`config.mk`:
```
export PLATFORM = sky130hd
export DESIGN_NAME = irq_dispatcher
export DESIGN_NICKNAME = d
export VERILOG_FILES = /design/src/rtl/irq_dispatcher.sv
export SDC_FILE = /design/constraint.sdc
export NUM_CORES = 1
export LEC_CHECK = 0
export ABC_AREA = 1
export CORE_MARGIN = 8
export CORE_UTILIZATION = 45
export CTS_BUF_LIST = sky130_fd_sc_hd__clkbuf_4
export CTS_CLUSTER_SIZE = 16
export DETAILED_ROUTE_END_ITERATION = 10
export DONT_BUFFER_PORTS = 1
export PLACE_DENSITY = 0.64
export SLEW_MARGIN = 20
export SYNTH_ARGS = -nofsm -noshare
export SYNTH_HDL_FRONTEND = slang
export SYNTH_SLANG_ARGS = --single-unit
```
`constraint.sdc`:
```
create_clock -name HCLK -period 12.09 [get_ports HCLK]
set_input_delay 3.627 -clock HCLK [delete_from_list [all_inputs] [get_ports HCLK]]
set_output_delay 3.627 -clock HCLK [all_outputs]
set_load 0.02 [all_outputs]
```
`src/rtl/irq_dispatcher.sv`:
```
// Round-robin interrupt dispatcher: picks one masked pending line, offers its ID to the
// core over req/ack, then pulses a one-hot clear back to the pending register.
module irq_dispatcher #(
  parameter int NUM_IRQ      = 32,
  parameter int ID_WIDTH     = 5,
  parameter int WAKE_HOLDOFF = 4
) (
  input  logic                HCLK,
  input  logic                HRESET,
  input  logic [NUM_IRQ-1:0]  irq_pending_i,
  input  logic [NUM_IRQ-1:0]  irq_mask_i,
  input  logic                core_sleeping_i,
  output logic                irq_req_o,
  output logic [ID_WIDTH-1:0] irq_id_o,
  input  logic                irq_ack_i,
  output logic [NUM_IRQ-1:0]  irq_clear_o,
  output logic                busy_o
);

  localparam int SW = ID_WIDTH + 1;
  localparam int HW = (WAKE_HOLDOFF > 0) ? $clog2(WAKE_HOLDOFF + 1) : 1;

  typedef enum logic [1:0] {IDLE, REQ, CLEAR} state_t;

  state_t              state, state_nxt;
  logic [ID_WIDTH-1:0] rr_ptr, rr_nxt;
  logic [HW-1:0]       holdoff_cnt;
  logic                req_nxt, busy_nxt;
  logic [ID_WIDTH-1:0] id_nxt;
  logic [NUM_IRQ-1:0]  clr_nxt;

  logic [NUM_IRQ-1:0]  eligible, rotated, cur_onehot;
  logic [ID_WIDTH-1:0] win_ofs, win_id;
  logic [SW-1:0]       win_sum;
  logic                arb_ok;

  assign eligible   = irq_pending_i & irq_mask_i;
  assign arb_ok     = !core_sleeping_i && (holdoff_cnt == '0);
  assign cur_onehot = NUM_IRQ'(1) << irq_id_o;

  // Rotate so rr_ptr lands at bit 0; the lowest set bit is then the next line in RR order.
  always_comb begin
    rotated = NUM_IRQ'({eligible, eligible} >> rr_ptr);
    win_ofs = '0;
    for (int i = NUM_IRQ - 1; i >= 0; i--)
      if (rotated[i]) win_ofs = ID_WIDTH'(i);
    win_sum = SW'(rr_ptr) + SW'(win_ofs);
    if (win_sum >= SW'(NUM_IRQ)) win_sum = win_sum - SW'(NUM_IRQ);
    win_id = win_sum[ID_WIDTH-1:0];
  end

  always_comb begin
    state_nxt = state;
    req_nxt   = irq_req_o;
    id_nxt    = irq_id_o;
    clr_nxt   = '0;
    rr_nxt    = rr_ptr;
    case (state)
      IDLE: begin
        if (arb_ok && |eligible) begin
          state_nxt = REQ;
          req_nxt   = 1'b1;
          id_nxt    = win_id;
        end
      end
      REQ: begin
        // Ack takes priority over a same-cycle withdrawal; sleep does not cancel a request.
        if (irq_ack_i) begin
          state_nxt = CLEAR;
          req_nxt   = 1'b0;
          clr_nxt   = cur_onehot;
          rr_nxt    = (irq_id_o == ID_WIDTH'(NUM_IRQ - 1)) ? '0 : irq_id_o + 1'b1;
        end else if (!(|(eligible & cur_onehot))) begin
          state_nxt = IDLE;
          req_nxt   = 1'b0;
        end
      end
      CLEAR: state_nxt = IDLE;
      default: begin
        state_nxt = IDLE;
        req_nxt   = 1'b0;
      end
    endcase
    busy_nxt = (state_nxt != IDLE);
  end

  always_ff @(posedge HCLK) begin
    if (HRESET) begin
      state       <= IDLE;
      irq_req_o   <= 1'b0;
      irq_id_o    <= '0;
      irq_clear_o <= '0;
      busy_o      <= 1'b0;
      rr_ptr      <= '0;
      holdoff_cnt <= '0;
    end else begin
      state       <= state_nxt;
      irq_req_o   <= req_nxt;
      irq_id_o    <= id_nxt;
      irq_clear_o <= clr_nxt;
      busy_o      <= busy_nxt;
      rr_ptr      <= rr_nxt;
      if (core_sleeping_i)          holdoff_cnt <= HW'(WAKE_HOLDOFF);
      else if (holdoff_cnt != '0)   holdoff_cnt <= holdoff_cnt - 1'b1;
    end
  end

endmodule

```
==> results of run 1 <==
## per-layer routing
metal | vias up | GRT usage | wire [µm]
li1 | 2758 | - | -
met1 | 2413 | 0.277 | 6990
met2 | 238 | 0.363 | 7410
met3 | 32 | 0.0531 | 1420
met4 | 0 | 0.0679 | 365
met5 | - | 0 | 0
## power by group through the flow
stage          combinational, mW  clock (mW)  sequential (mW)
2_1_floorplan              0.237           0            0.184
3_3_place_gp               0.287           0            0.195
3_5_place_dp               0.287           0            0.195
4_1_cts                    0.288      0.0983            0.191
5_1_grt                    0.334       0.106            0.193
6_report                   0.292      0.0955            0.191
## stage by stage
step	worst slack [ns]	util	area [µm²]	std cells
3_3_place_gp	4.58	0.449	4810	960
2_1_floorplan	5.06	-	4850	858
3_5_place_dp	4.48	0.449	4810	960
6_report	4.87	0.457	4890	968
4_1_cts	4.89	0.457	4890	968
5_1_grt	4.26	0.457	4890	968
## state kept, by name, indices dropped and copies added (netlist names)
signal,flops
busy_o,1
holdoff_cnt,3
irq_clear_o,32
irq_id_o,5
irq_req_o,1
rr_ptr,5
state,2
## layout make-up
cell class | count | area (µm²) | area share
clock buffer | 5 | 37.5 | 0.00768
clock inverter | 3 | 41.3 | 0.00845
inverter | 84 | 323 | 0.0661
multi-input combinational | 681 | 3280 | 0.672
sequential | 49 | 981 | 0.201
tap | 140 | 175 | 0.0358
timing repair buffer | 6 | 45.0 | 0.00922
## how the worst max path moves through the flow
stage,start,end,slack (ns),depth (start not counted)
floorplan,irq_pending_i[21],irq_id_o[4],5.06,45
global placement,irq_pending_i[20],irq_id_o[4],4.58,45
detailed placement,irq_pending_i[20],irq_id_o[4],4.48,45
CTS,irq_pending_i[20],irq_id_o[4],4.89,45
global route,irq_pending_i[21],irq_id_o[4],4.26,45
finish,irq_pending_i[20],irq_id_o[4],4.87,45
## placed cells by master, fill, tap and decap left out, types with 10 or more instances in the layout
cell type and instances:
sky130_fd_sc_hd__inv_1 79, sky130_fd_sc_hd__nor2_1 58, sky130_fd_sc_hd__nand3_1 139, sky130_fd_sc_hd__nand4_1 16
sky130_fd_sc_hd__o21ai_0 51, sky130_fd_sc_hd__dfxtp_1 49, sky130_fd_sc_hd__a21oi_1 19, sky130_fd_sc_hd__ha_1 14
sky130_fd_sc_hd__nand2_1 287, sky130_fd_sc_hd__o22ai_1 12, sky130_fd_sc_hd__nor4_1 10
## kinds of logic after synthesis
kind of cell               after synthesis  synth area share
DFF                                     49             0.202
muxes                                    2           0.00413
adders and majority gates               15            0.0403
AOI/OAI and AO/OA                      114             0.133
buffers and inverters                  128             0.120
xor gates and xnor gates                 5           0.00903
and+or+nand+nor                        545             0.491
## critical path, delay by kind of cell
kind	cells	cell delay, ns
xor+xnor	2	0.35
simple gates	35	2.15
fa+ha+maj	2	0.57
compound gates	4	0.72
buf+inv	2	0.08
==> report_table.html, run 1 <==
<table>
<tr><th>Metric</th><th>Value</th></tr>
<tr><th colspan="2">Clock network</th></tr>
<tr><td>Worst skew pair latency</td><td>0.37 ns</td></tr>
<tr><td>Root Driver</td><td>sky130_fd_sc_hd__clkbuf_4</td></tr>
<tr><td>Count of clock tree sinks</td><td>49</td></tr>
<tr><td>Clock-pin slew on the worst setup and hold paths</td><td>0.14 ns</td></tr>
<tr><td>Count of instances resized after the clock tree is built</td><td>0</td></tr>
<tr><td>Post-CTS setup-driven buffer insertion count</td><td>0</td></tr>
<tr><td>Htree depth</td><td>2</td></tr>
<tr><td>CTS max path bufs</td><td>2</td></tr>
<tr><td>Number of CTS-inserted buffers</td><td>5</td></tr>
<tr><td>TritonCTS clock tree</td><td>yes</td></tr>
<tr><td>Hold-fix buffer count after cts</td><td>0</td></tr>
<tr><th colspan="2">Floorplanning</th></tr>
<tr><td>Initial Utilization</td><td>0.453</td></tr>
<tr><td>Num ports</td><td>107</td></tr>
<tr><td>Height of the chip</td><td>120 µm</td></tr>
<tr><td>Total die area</td><td>0.0143 mm²</td></tr>
<tr><td>Core footprint</td><td>0.0107 mm²</td></tr>
<tr><td>Horizontal die dimension</td><td>120 µm</td></tr>
<tr><td>Site Rows</td><td>38</td></tr>
<tr><th colspan="2">Detailed routing</th></tr>
<tr><td>Number of DRC violations after detailed-routing iteration 0</td><td>633</td></tr>
<tr><td>DR DRC count</td><td>0</td></tr>
<tr><td>Via/cell ratio</td><td>5.62</td></tr>
<tr><td>Antenna-violating nets left</td><td>0</td></tr>
<tr><td>Total vias in the final route</td><td>5441</td></tr>
<tr><td>Routed WL per cell</td><td>16.7 µm</td></tr>
<tr><td>DRT Pass-1 Iters</td><td>5</td></tr>
<tr><td>Routed Wire Length</td><td>16200 µm</td></tr>
<tr><th colspan="2">Min path</th></tr>
<tr><td>Number of instances on the worst hold path</td><td>2</td></tr>
<tr><td>Hold Startpoint</td><td>holdoff_cnt[0]</td></tr>
<tr><td>Worst-case hold path end point</td><td>holdoff_cnt[0]</td></tr>
<tr><td>Worst Hold Class</td><td>flop to flop</td></tr>
<tr><th colspan="2">Global route</th></tr>
<tr><td>Aggregate global routing overflow</td><td>0</td></tr>
<tr><td>Largest net degree at the start of global routing</td><td>48</td></tr>
<tr><td>Via count of the first global-routing pass</td><td>5020</td></tr>
<tr><td>Antenna violations before repair</td><td>0</td></tr>
<tr><td>GR Util All Layers</td><td>0.220</td></tr>
<tr><td>Wire length of the first global-routing pass</td><td>25900 µm</td></tr>
<tr><th colspan="2">STA</th></tr>
<tr><td>Unrepaired setup endpoints after global routing</td><td>no</td></tr>
<tr><td>Worst setup skew after layout</td><td>0.00555 ns</td></tr>
<tr><td>Hold violation total from the final report</td><td>0</td></tr>
<tr><td>Worst-case hold slack</td><td>0.475 ns</td></tr>
<tr><td>Max Fclk</td><td>139 MHz</td></tr>
<tr><td>Pins Over Slew Limit</td><td>0</td></tr>
<tr><td>Relative slew slack</td><td>0.350</td></tr>
<tr><td>Worst slew pin tran</td><td>0.974 ns</td></tr>
<tr><td>Accumulated negative setup slack</td><td>0 ns</td></tr>
<tr><td>Period minus WS final</td><td>7.22 ns</td></tr>
<tr><td>Setup-failing EPs final</td><td>0</td></tr>
<tr><td>Post-route clock period utilization</td><td>0.597</td></tr>
<tr><th colspan="2">Cells and area</th></tr>
<tr><td>Antenna diode count</td><td>0</td></tr>
<tr><td>P&amp;R area growth vs syn</td><td>0.826%</td></tr>
<tr><td>Net count, final</td><td>910</td></tr>
<tr><td>Layout fillers</td><td>1197</td></tr>
<tr><td>Fraction of layout cells with a size suffix above 1</td><td>0.0435</td></tr>
<tr><th colspan="2">Setup path</th></tr>
<tr><td>Origin of the critical flop-to-flop path</td><td>rr_ptr[2]</td></tr>
<tr><td>Highest fanout seen on the critical path</td><td>3</td></tr>
<tr><td>Worst Path Class, Setup</td><td>input port to flop</td></tr>
<tr><td>R2r worst-path depth</td><td>43</td></tr>
<tr><td>Minimum setup slack among reg-to-reg paths</td><td>7.25 ns</td></tr>
<tr><td>Data arrival at the endpoint of the critical path</td><td>7.51 ns</td></tr>
<tr><td>Endpoint class of the critical path</td><td>flop</td></tr>
<tr><td>Cell with the largest stage delay on the worst path</td><td>sky130_fd_sc_hd__fa_1</td></tr>
<tr><td>Worst reg2reg endpoint</td><td>irq_id_o[4]</td></tr>
<tr><td>Worst EP required</td><td>12.38 ns</td></tr>
<tr><td>Most used cell, CP</td><td>sky130_fd_sc_hd__nand2_1</td></tr>
<tr><td>Slowest cell delay on critical path</td><td>0.39 ns</td></tr>
<tr><td>Kind of launch point of the worst setup path</td><td>input port</td></tr>
<tr><th colspan="2">Power and ir drop</th></tr>
<tr><td>Pwr dens</td><td>118 mW/mm²</td></tr>
<tr><td>Sequential share of power</td><td>0.331</td></tr>
<tr><td>Internal power component</td><td>0.307 mW</td></tr>
<tr><td>Switching share of power</td><td>0.469</td></tr>
<tr><td>Relative contribution of combinational cells to total power</td><td>0.504</td></tr>
<tr><td>Clock network fraction of total power</td><td>0.165</td></tr>
<tr><td>Worst-case vdd ir drop</td><td>62.1 µV</td></tr>
<tr><td>Switching power total</td><td>0.272 mW</td></tr>
<tr><td>Post-layout total power</td><td>0.579 mW</td></tr>
<tr><td>Static Leak</td><td>2.29 nW</td></tr>
<tr><th colspan="2">Yosys</th></tr>
<tr><td>Portion of synthesized cell area occupied by the leading cell type</td><td>0.222</td></tr>
<tr><td>Synthesized flop and latch total</td><td>49</td></tr>
<tr><td>Syn Area/Cell</td><td>5.65 µm²</td></tr>
<tr><td>Netlist cell types</td><td>41</td></tr>
<tr><td>Synthesized netlist net count</td><td>941</td></tr>
<tr><td>Asr flop ratio synth</td><td>0</td></tr>
<tr><td>Cell taking the most area after synthesis</td><td>sky130_fd_sc_hd__nand2_1</td></tr>
<tr><td>Netlist area before placement</td><td>0.00485 mm²</td></tr>
<tr><td>Number of synthesis warnings</td><td>0</td></tr>
<tr><td>Gate Count Post-Synth</td><td>858</td></tr>
<tr><td>Most common cell in the netlist</td><td>sky130_fd_sc_hd__nand2_1</td></tr>
<tr><td>Synth top area cells</td><td>sky130_fd_sc_hd__nand2_1 (22%), sky130_fd_sc_hd__dfxtp_1 (20%), sky130_fd_sc_hd__nand3_1 (14%)</td></tr>
<tr><td>Top cells by count, synth</td><td>sky130_fd_sc_hd__nand2_1 (287), sky130_fd_sc_hd__nand3_1 (139), sky130_fd_sc_hd__inv_1 (79), sky130_fd_sc_hd__nor2_1 (58), sky130_fd_sc_hd__o21ai_0 (51)</td></tr>
<tr><td>Count of flip-flops with a built-in enable after synthesis</td><td>0</td></tr>
<tr><td>Prevailing post-synth register cell</td><td>sky130_fd_sc_hd__dfxtp_1</td></tr>
<tr><td>Portion of the post-synthesis area used by sequential elements</td><td>0.202</td></tr>
<tr><th colspan="2">Placed design</th></tr>
<tr><td>Hpwl dp</td><td>13100 µm</td></tr>
<tr><td>Final GP Congestion</td><td>0.957</td></tr>
<tr><td>PortBufs</td><td>0</td></tr>
<tr><th colspan="2">Job</th></tr>
<tr><td>Max_cap viols</td><td>0</td></tr>
<tr><th colspan="2">Run status</th></tr>
<tr><td>Status</td><td>finished clean</td></tr>
</table>
Note: power is estimated with default switching activity, not from simulation.
==> inputs of run 2 (changes only) <==
--- a/config.mk
+++ b/config.mk
@@ -12,7 +12,7 @@
 export CTS_CLUSTER_SIZE = 16
 export DETAILED_ROUTE_END_ITERATION = 10
 export DONT_BUFFER_PORTS = 1
-export PLACE_DENSITY = 0.64
+export PLACE_DENSITY = 0.66
 export SLEW_MARGIN = 20
 export SYNTH_ARGS = -nofsm -noshare
 export SYNTH_HDL_FRONTEND = slang
==> constraint.sdc (replaced) <==
create_clock -name HCLK -period 6.6 [get_ports HCLK]
set_input_delay 1.98 -clock HCLK [delete_from_list [all_inputs] [get_ports HCLK]]
set_output_delay 1.98 -clock HCLK [all_outputs]
set_load 0.02 [all_outputs]
==> run 2 against run 1 <==
Clock skew increased by 0.0089 ns. Sequential cell count unchanged. Utilization increased by 0.070 points. Register-to-register slack got worse by 5.8 ns. Worst setup slack got worse by 4.1 ns. Clock power increased by 78%. Non-clock buffer count increased by 1. Critical path depth unchanged. Critical path type unchanged. Highest routed layer unchanged.
==> report_table.html, run 2 (same netlist as run 1, synthesis figures left out) <==
<table>
<tr><th>Metric</th><th>Value</th></tr>
<tr><th colspan="2">Job</th></tr>
<tr><td>Max_cap viols</td><td>0 (unchanged)</td></tr>
<tr><th colspan="2">Cells and area</th></tr>
<tr><td>Register containing the most flip-flops in the final layout</td><td>irq_clear_o (unchanged)</td></tr>
<tr><td>Layout fillers</td><td>1193 (was 1197)</td></tr>
<tr><td>Net count, final</td><td>911 (was 910)</td></tr>
<tr><td>Post-layout instance area</td><td>0.00489 mm² (about the same)</td></tr>
<tr><td>Fraction of layout cells with a size suffix above 1</td><td>0.0446 (was 0.0435)</td></tr>
<tr><td>Non-filler cells, final</td><td>969 (was 968)</td></tr>
<tr><td>P&amp;R area growth vs syn</td><td>0.981% (was 0.826%)</td></tr>
<tr><td>Leading cell type in the layout, fill and taps excluded</td><td>sky130_fd_sc_hd__nand2_1 (unchanged)</td></tr>
<tr><td>Leading registers by flop count</td><td>irq_clear_o: 32 flops, irq_id_o: 5 flops, rr_ptr: 5 flops (unchanged)</td></tr>
<tr><td>Number of flip-flops under the largest register name</td><td>32 (unchanged)</td></tr>
<tr><td>Commonest non-fill, non-tap cells in the layout</td><td>sky130_fd_sc_hd__nand2_1 (287), sky130_fd_sc_hd__nand3_1 (139), sky130_fd_sc_hd__inv_1 (79), sky130_fd_sc_hd__nor2_1 (58), sky130_fd_sc_hd__o21ai_0 (51) (unchanged)</td></tr>
<tr><td>Antenna diode count</td><td>0 (unchanged)</td></tr>
<tr><td>Final core utilization</td><td>0.458 (was 0.457)</td></tr>
<tr><th colspan="2">Power and ir drop</th></tr>
<tr><td>Worst-case vdd ir drop</td><td>123 µV (was 62.1 µV)</td></tr>
<tr><td>Switching power total</td><td>0.491 mW (was 0.272 mW)</td></tr>
<tr><td>Relative contribution of combinational cells to total power</td><td>0.504 (about the same)</td></tr>
<tr><td>Sequential share of power</td><td>0.335 (was 0.331)</td></tr>
<tr><td>Pwr dens</td><td>215 mW/mm² (was 118 mW/mm²)</td></tr>
<tr><td>Clock network fraction of total power</td><td>0.161 (was 0.165)</td></tr>
<tr><td>Internal power component</td><td>0.564 mW (was 0.307 mW)</td></tr>
<tr><td>Static Leak</td><td>2.30 nW (was 2.29 nW)</td></tr>
<tr><td>Post-layout total power</td><td>1.05 mW (was 0.579 mW)</td></tr>
<tr><td>Switching share of power</td><td>0.465 (was 0.469)</td></tr>
<tr><th colspan="2">STA</th></tr>
<tr><td>Worst slew pin tran</td><td>1.01 ns (was 0.974 ns)</td></tr>
<tr><td>Post-route clock period utilization</td><td>0.879</td></tr>
<tr><td>Max Fclk</td><td>172 MHz</td></tr>
<tr><td>Pins Over Slew Limit</td><td>0 (unchanged)</td></tr>
<tr><td>Final setup slack of the worst path</td><td>0.796 ns (was 4.87 ns)</td></tr>
<tr><td>Setup-failing EPs final</td><td>0 (unchanged)</td></tr>
<tr><td>Relative slew slack</td><td>0.329 (was 0.350)</td></tr>
<tr><td>Hold violation total from the final report</td><td>0 (unchanged)</td></tr>
<tr><td>Period minus WS final</td><td>5.80 ns</td></tr>
<tr><td>Worst setup skew after layout</td><td>0.0145 ns (was 0.00555 ns)</td></tr>
<tr><td>Worst-case hold slack</td><td>0.479 ns (was 0.475 ns)</td></tr>
<tr><td>Unrepaired setup endpoints after global routing</td><td>no (unchanged)</td></tr>
<tr><td>Accumulated negative setup slack</td><td>0 ns (unchanged)</td></tr>
<tr><th colspan="2">Global route</th></tr>
<tr><td>Antenna violations before repair</td><td>0 (unchanged)</td></tr>
<tr><td>Largest net degree at the start of global routing</td><td>41 (was 48)</td></tr>
<tr><td>Wire length of the first global-routing pass</td><td>25600 µm (was 25900 µm)</td></tr>
<tr><td>Aggregate global routing overflow</td><td>0 (unchanged)</td></tr>
<tr><td>Via count of the first global-routing pass</td><td>5060 (was 5020)</td></tr>
<tr><td>GR Util All Layers</td><td>0.217 (was 0.220)</td></tr>
<tr><th colspan="2">Detailed routing</th></tr>
<tr><td>Number of DRC violations after detailed-routing iteration 0</td><td>605 (was 633)</td></tr>
<tr><td>DR DRC count</td><td>0 (unchanged)</td></tr>
<tr><td>DRT Pass-1 Iters</td><td>7 (was 5)</td></tr>
<tr><td>Total vias in the final route</td><td>5442 (was 5441)</td></tr>
<tr><td>Routed Wire Length</td><td>16000 µm (was 16200 µm)</td></tr>
<tr><td>Via/cell ratio</td><td>5.62 (about the same)</td></tr>
<tr><td>Routed WL per cell</td><td>16.5 µm (was 16.7 µm)</td></tr>
<tr><td>Antenna-violating nets left</td><td>0 (unchanged)</td></tr>
<tr><th colspan="2">Setup path</th></tr>
<tr><td>Source of the critical timing path</td><td>irq_pending_i[21] (was irq_pending_i[20])</td></tr>
<tr><td>Endpoint class of the critical path</td><td>flop (unchanged)</td></tr>
<tr><td>Worst EP required</td><td>6.87 ns (was 12.38 ns)</td></tr>
<tr><td>Cell with the largest stage delay on the worst path</td><td>sky130_fd_sc_hd__o21ai_0 (was sky130_fd_sc_hd__fa_1)</td></tr>
<tr><td>Worst Path Class, Setup</td><td>input port to flop (unchanged)</td></tr>
<tr><td>Kind of launch point of the worst setup path</td><td>input port (unchanged)</td></tr>
<tr><td>Origin of the critical flop-to-flop path</td><td>rr_ptr[1] (was rr_ptr[2])</td></tr>
<tr><td>Slowest cell delay on critical path</td><td>0.45 ns (was 0.39 ns)</td></tr>
<tr><td>Most used cell, CP</td><td>sky130_fd_sc_hd__nand2_1 (unchanged)</td></tr>
<tr><td>Data arrival at the endpoint of the critical path</td><td>6.08 ns (was 7.51 ns)</td></tr>
<tr><td>Highest fanout seen on the critical path</td><td>4 (was 3)</td></tr>
<tr><td>Minimum setup slack among reg-to-reg paths</td><td>1.41 ns (was 7.25 ns)</td></tr>
<tr><th colspan="2">Min path</th></tr>
<tr><td>Hold Startpoint</td><td>holdoff_cnt[0] (unchanged)</td></tr>
<tr><td>Worst Hold Class</td><td>flop to flop (unchanged)</td></tr>
<tr><th colspan="2">Placed design</th></tr>
<tr><td>Placement-stage cell area</td><td>0.00482 mm² (was 0.00481 mm²)</td></tr>
<tr><td>Hpwl dp</td><td>13100 µm (about the same)</td></tr>
<tr><td>PortBufs</td><td>0 (unchanged)</td></tr>
<tr><td>Placed Cells incl. Taps</td><td>961 (was 960)</td></tr>
<tr><td>Final GP Congestion</td><td>0.973 (was 0.957)</td></tr>
<tr><td>Worst setup slack before clock tree synthesis</td><td>0.545 ns (was 4.48 ns)</td></tr>
<tr><th colspan="2">Clock network</th></tr>
<tr><td>Hold-fix buffer count after cts</td><td>0 (unchanged)</td></tr>
<tr><td>Count of clock tree sinks</td><td>49 (unchanged)</td></tr>
<tr><td>Post-CTS setup-driven buffer insertion count</td><td>0 (unchanged)</td></tr>
<tr><td>Count of instances resized after the clock tree is built</td><td>0 (unchanged)</td></tr>
<tr><td>CTS max path bufs</td><td>2 (unchanged)</td></tr>
<tr><td>Clock-pin slew on the worst setup and hold paths</td><td>0.14 ns (about the same)</td></tr>
<tr><td>Worst skew pair latency</td><td>0.36 ns (was 0.37 ns)</td></tr>
<tr><td>Root Driver</td><td>sky130_fd_sc_hd__clkbuf_4 (unchanged)</td></tr>
<tr><td>Htree depth</td><td>2 (unchanged)</td></tr>
<tr><td>Number of CTS-inserted buffers</td><td>5 (unchanged)</td></tr>
<tr><td>TritonCTS clock tree</td><td>yes (unchanged)</td></tr>
<tr><th colspan="2">Floorplanning</th></tr>
<tr><td>Num ports</td><td>107 (unchanged)</td></tr>
<tr><td>Height of the chip</td><td>120 µm (unchanged)</td></tr>
<tr><td>Horizontal die dimension</td><td>120 µm (unchanged)</td></tr>
<tr><td>Initial Utilization</td><td>0.453 (unchanged)</td></tr>
<tr><td>Core footprint</td><td>0.0107 mm² (unchanged)</td></tr>
<tr><td>Site Rows</td><td>38 (unchanged)</td></tr>
<tr><td>Total die area</td><td>0.0143 mm² (unchanged)</td></tr>
<tr><th colspan="2">Run status</th></tr>
<tr><td>Status</td><td>finished clean (unchanged)</td></tr>
</table>
run 2: changes by cell type in the layout (fill, tap and decap cells not counted):
cell                    before  now
sky130_fd_sc_hd__buf_4       6    7
run 2: worst paths after layout:
kind,endpoint,cells past startpoint
max,irq_id_o[4],45
min,holdoff_cnt[0],2
max reg2reg,irq_id_o[4],46
min reg2reg,holdoff_cnt[0],2
run 2: per-layer routing:
| metal | routed length (µm) | up-vias | part of all wire | track usage |
|---|---|---|---|---|
| met2 | 7090 | 261 | 0.44 | 0.355 |
| met3 | 1550 | 48 | 0.097 | 0.0531 |
| li1 | - | 2756 | - | - |
| met5 | 0 | - | 0 | 0 |
| met1 | 6830 | 2377 | 0.43 | 0.267 |
| met4 | 540 | 0 | 0.034 | 0.0867 |
run 2: critical path, delay by kind of cell:
family	cells	cell delay (ns)
buffers and inverters	2	0.10
adders and majority gates	2	0.57
AOI/OAI and AO/OA	4	0.85
and+or+nand+nor	35	2.21
xor gates and xnor gates	2	0.35
run 2: power groups by stage:
stage | combinational [mW] | sequential [mW] | clock [mW]
global placement | 0.520 | 0.360 | 0
CTS | 0.524 | 0.353 | 0.174
global route | 0.606 | 0.356 | 0.187
detailed placement | 0.522 | 0.360 | 0
finish | 0.531 | 0.354 | 0.170
floorplan | 0.434 | 0.338 | 0
run 2: area by class of cell:
class | instances | area, µm² | area share
Multi-Input combinational cell | 681 | 3280 | 0.671
Tap cell | 140 | 175 | 0.0358
Clock buffer | 5 | 37.5 | 0.00767
Clock inverter | 3 | 41.3 | 0.00844
Timing Repair Buffer | 7 | 52.6 | 0.0107
Sequential cell | 49 | 981 | 0.200
Inverter | 84 | 323 | 0.0660
==> inputs of run 3 (changes only) <==
--- a/config.mk
+++ b/config.mk
@@ -6,7 +6,7 @@
 export NUM_CORES = 1
 export LEC_CHECK = 0
 export ABC_AREA = 1
-export CORE_MARGIN = 8
+export CORE_MARGIN = 10
 export CORE_UTILIZATION = 45
 export CTS_BUF_LIST = sky130_fd_sc_hd__clkbuf_4
 export CTS_CLUSTER_SIZE = 16
==> run 3 against run 2 <==
Maximum frequency rose by 4.0%. Sequential cell count did not move. Worst setup slack improved by 0.22 ns. Total power rose by 0.83%. Critical path depth did not move. Design area barely moved. Utilization rose by 1.3 points. Critical path type unchanged.
==> report_table.html, run 3 (same netlist as run 1, synthesis figures left out) <==
<table>
<tr><th>Metric</th><th>Value</th></tr>
<tr><th colspan="2">Run status</th></tr>
<tr><td>Status</td><td>finished clean (unchanged)</td></tr>
<tr><th colspan="2">Placed design</th></tr>
<tr><td>Hpwl dp</td><td>13400 µm (was 13100 µm)</td></tr>
<tr><td>PortBufs</td><td>0 (unchanged)</td></tr>
<tr><td>Final GP Congestion</td><td>0.924 (was 0.973)</td></tr>
<tr><td>Worst setup slack before clock tree synthesis</td><td>0.611 ns (was 0.545 ns)</td></tr>
<tr><th colspan="2">Setup path</th></tr>
<tr><td>Kind of launch point of the worst setup path</td><td>input port (unchanged)</td></tr>
<tr><td>Slowest cell delay on critical path</td><td>0.39 ns (was 0.45 ns)</td></tr>
<tr><td>Worst EP required</td><td>6.89 ns (was 6.87 ns)</td></tr>
<tr><td>Origin of the critical flop-to-flop path</td><td>rr_ptr[1] (unchanged)</td></tr>
<tr><td>Worst path buffer plus inverter count</td><td>2 (unchanged)</td></tr>
<tr><td>Dominant delay contributor by cell family on the critical path</td><td>simple AND/OR/NAND/NOR gates (unchanged)</td></tr>
<tr><td>Data arrival at the endpoint of the critical path</td><td>5.87 ns (was 6.08 ns)</td></tr>
<tr><td>Worst Path Class, Setup</td><td>input port to flop (unchanged)</td></tr>
<tr><td>Highest fanout seen on the critical path</td><td>4 (unchanged)</td></tr>
<tr><td>Most used cell, CP</td><td>sky130_fd_sc_hd__nand2_1 (unchanged)</td></tr>
<tr><td>Minimum setup slack among reg-to-reg paths</td><td>1.41 ns (about the same)</td></tr>
<tr><td>Endpoint class of the critical path</td><td>flop (unchanged)</td></tr>
<tr><td>Worst reg2reg endpoint</td><td>irq_id_o[4] (unchanged)</td></tr>
<tr><td>Cell with the largest stage delay on the worst path</td><td>sky130_fd_sc_hd__fa_1 (was sky130_fd_sc_hd__o21ai_0)</td></tr>
<tr><td>R2r worst-path depth</td><td>46 (unchanged)</td></tr>
<tr><th colspan="2">Cells and area</th></tr>
<tr><td>Net count, final</td><td>912 (was 911)</td></tr>
<tr><td>Final core utilization</td><td>0.470 (was 0.458)</td></tr>
<tr><td>P&amp;R area growth vs syn</td><td>1.03% (was 0.981%)</td></tr>
<tr><td>Register containing the most flip-flops in the final layout</td><td>irq_clear_o (unchanged)</td></tr>
<tr><td>Leading cell type in the layout, fill and taps excluded</td><td>sky130_fd_sc_hd__nand2_1 (unchanged)</td></tr>
<tr><td>Fraction of layout cells with a size suffix above 1</td><td>0.0458 (was 0.0446)</td></tr>
<tr><td>Commonest non-fill, non-tap cells in the layout</td><td>sky130_fd_sc_hd__nand2_1 (287), sky130_fd_sc_hd__nand3_1 (139), sky130_fd_sc_hd__inv_1 (79), sky130_fd_sc_hd__nor2_1 (58), sky130_fd_sc_hd__o21ai_0 (51) (unchanged)</td></tr>
<tr><td>Leading registers by flop count</td><td>irq_clear_o: 32 flops, irq_id_o: 5 flops, rr_ptr: 5 flops (unchanged)</td></tr>
<tr><td>Antenna diode count</td><td>0 (unchanged)</td></tr>
<tr><td>Number of flip-flops under the largest register name</td><td>32 (unchanged)</td></tr>
<tr><th colspan="2">Detailed routing</th></tr>
<tr><td>Via/cell ratio</td><td>5.70 (was 5.62)</td></tr>
<tr><td>DRT Pass-1 Iters</td><td>6 (was 7)</td></tr>
<tr><td>Routed Wire Length</td><td>16300 µm (was 16000 µm)</td></tr>
<tr><td>Routed WL per cell</td><td>16.8 µm (was 16.5 µm)</td></tr>
<tr><td>Antenna-violating nets left</td><td>0 (unchanged)</td></tr>
<tr><td>Number of DRC violations after detailed-routing iteration 0</td><td>833 (was 605)</td></tr>
<tr><td>DR DRC count</td><td>0 (unchanged)</td></tr>
<tr><td>Total vias in the final route</td><td>5510 (was 5442)</td></tr>
<tr><th colspan="2">STA</th></tr>
<tr><td>Max Fclk</td><td>179 MHz (was 172 MHz)</td></tr>
<tr><td>Relative slew slack</td><td>0.277 (was 0.329)</td></tr>
<tr><td>Worst slew pin tran</td><td>1.08 ns (was 1.01 ns)</td></tr>
<tr><td>Period minus WS final</td><td>5.58 ns (was 5.80 ns)</td></tr>
<tr><td>Worst setup skew after layout</td><td>0.00967 ns (was 0.0145 ns)</td></tr>
<tr><td>Hold violation total from the final report</td><td>0 (unchanged)</td></tr>
<tr><td>Pins Over Slew Limit</td><td>0 (unchanged)</td></tr>
<tr><td>Final setup slack of the worst path</td><td>1.02 ns (was 0.796 ns)</td></tr>
<tr><td>Unrepaired setup endpoints after global routing</td><td>no (unchanged)</td></tr>
<tr><td>Post-route clock period utilization</td><td>0.846 (was 0.879)</td></tr>
<tr><td>Accumulated negative setup slack</td><td>0 ns (unchanged)</td></tr>
<tr><td>Setup-failing EPs final</td><td>0 (unchanged)</td></tr>
<tr><th colspan="2">Clock network</th></tr>
<tr><td>Count of clock tree sinks</td><td>49 (unchanged)</td></tr>
<tr><td>CTS max path bufs</td><td>2 (unchanged)</td></tr>
<tr><td>Number of CTS-inserted buffers</td><td>5 (unchanged)</td></tr>
<tr><td>Post-CTS setup-driven buffer insertion count</td><td>0 (unchanged)</td></tr>
<tr><td>Root Driver</td><td>sky130_fd_sc_hd__clkbuf_4 (unchanged)</td></tr>
<tr><td>Worst skew pair latency</td><td>0.36 ns (about the same)</td></tr>
<tr><td>Count of instances resized after the clock tree is built</td><td>0 (unchanged)</td></tr>
<tr><td>Htree depth</td><td>2 (unchanged)</td></tr>
<tr><td>Clock-pin slew on the worst setup and hold paths</td><td>0.14 ns (about the same)</td></tr>
<tr><td>Hold-fix buffer count after cts</td><td>0 (unchanged)</td></tr>
<tr><td>TritonCTS clock tree</td><td>yes (unchanged)</td></tr>
<tr><th colspan="2">Power and ir drop</th></tr>
<tr><td>Worst-case vdd ir drop</td><td>144 µV (was 123 µV)</td></tr>
<tr><td>Pwr dens</td><td>217 mW/mm² (was 215 mW/mm²)</td></tr>
<tr><td>Static Leak</td><td>2.30 nW (about the same)</td></tr>
<tr><td>Post-layout total power</td><td>1.06 mW (was 1.05 mW)</td></tr>
<tr><th colspan="2">Global route</th></tr>
<tr><td>Via count of the first global-routing pass</td><td>4892 (was 5060)</td></tr>
<tr><td>GR Util All Layers</td><td>0.207 (was 0.217)</td></tr>
<tr><td>Antenna violations before repair</td><td>0 (unchanged)</td></tr>
<tr><td>Largest net degree at the start of global routing</td><td>41 (unchanged)</td></tr>
<tr><td>Aggregate global routing overflow</td><td>0 (unchanged)</td></tr>
<tr><td>Wire length of the first global-routing pass</td><td>25300 µm (was 25600 µm)</td></tr>
<tr><th colspan="2">Min path</th></tr>
<tr><td>Number of instances on the worst hold path</td><td>2 (unchanged)</td></tr>
<tr><td>Hold Startpoint</td><td>holdoff_cnt[0] (unchanged)</td></tr>
<tr><td>Worst Hold Class</td><td>flop to flop (unchanged)</td></tr>
<tr><td>Worst-case hold path end point</td><td>holdoff_cnt[0] (unchanged)</td></tr>
<tr><th colspan="2">Floorplanning</th></tr>
<tr><td>Num ports</td><td>107 (unchanged)</td></tr>
<tr><td>Core footprint</td><td>0.0104 mm² (was 0.0107 mm²)</td></tr>
<tr><td>Total die area</td><td>0.0153 mm² (was 0.0143 mm²)</td></tr>
<tr><td>Initial Utilization</td><td>0.465 (was 0.453)</td></tr>
<tr><td>Site Rows</td><td>37 (was 38)</td></tr>
<tr><td>Horizontal die dimension</td><td>124 µm (was 120 µm)</td></tr>
<tr><td>Height of the chip</td><td>124 µm (was 120 µm)</td></tr>
<tr><th colspan="2">Job</th></tr>
<tr><td>Max_cap viols</td><td>0 (unchanged)</td></tr>
</table>
[run 3: cell count changes in the layout (fill, tap and decap cells not counted), sizes merged]
cell  delta
buf      +1
[run 3: power by group]
part           switching (mW)  internal [mW]  total (mW)  leakage, nW
registers              0.0414          0.311       0.352        0.397
logic                   0.362          0.176       0.537         1.86
clock network          0.0958         0.0785       0.174       0.0389
[run 3: worst max path at each step]
stage,startpoint,end,cells past startpoint
final,irq_pending_i[21],irq_id_o[4],45
after global routing,irq_pending_i[21],irq_id_o[4],45
after CTS,irq_pending_i[21],irq_id_o[4],45
after detailed placement,irq_pending_i[21],irq_id_o[4],45
after global placement,irq_pending_i[21],irq_id_o[4],45
after floorplan,irq_pending_i[21],irq_id_o[4],45
[run 3: area by class of cell]
class | instances | area, µm²
clock buffer | 5 | 37.5
sequential | 49 | 981
timing repair buffer | 8 | 60.1
clock inverter | 3 | 41.3
tap | 136 | 170
multi-input combinational | 681 | 3280
inverter | 84 | 323
fill | 1162 | 5520
[run 3: layer usage]
layer  global-route usage  up-vias  part of all wire
met5                    0        -                 0
met4               0.0488        0             0.025
met3               0.0475       32              0.13
met2                0.335      303              0.43
met1                0.274     2414              0.41
li1                     -     2761                 -
[run 3: per-stage QoR]
stage | hold WS (ns) | std cells | area, µm²
detailed placement | 0.463 | 958 | 4820
global placement | 0.453 | 958 | 4820
CTS | 0.482 | 966 | 4900
floorplan | 0.442 | 858 | 4850
finish | 0.478 | 966 | 4900
global route | 0.496 | 966 | 4900
[run 3: worst reg2reg max path: cells and delay by family, from the launching register on]
kind                     cells  cell delay, ns
XOR/XNOR                     2            0.35
flip-flops                   1            0.34
AND/OR/NAND/NOR             35            2.42
adder cells (fa/ha/maj)      2            0.56
AO/OA/AOI/OAI                3            0.39
buffers and inverters        4            1.08
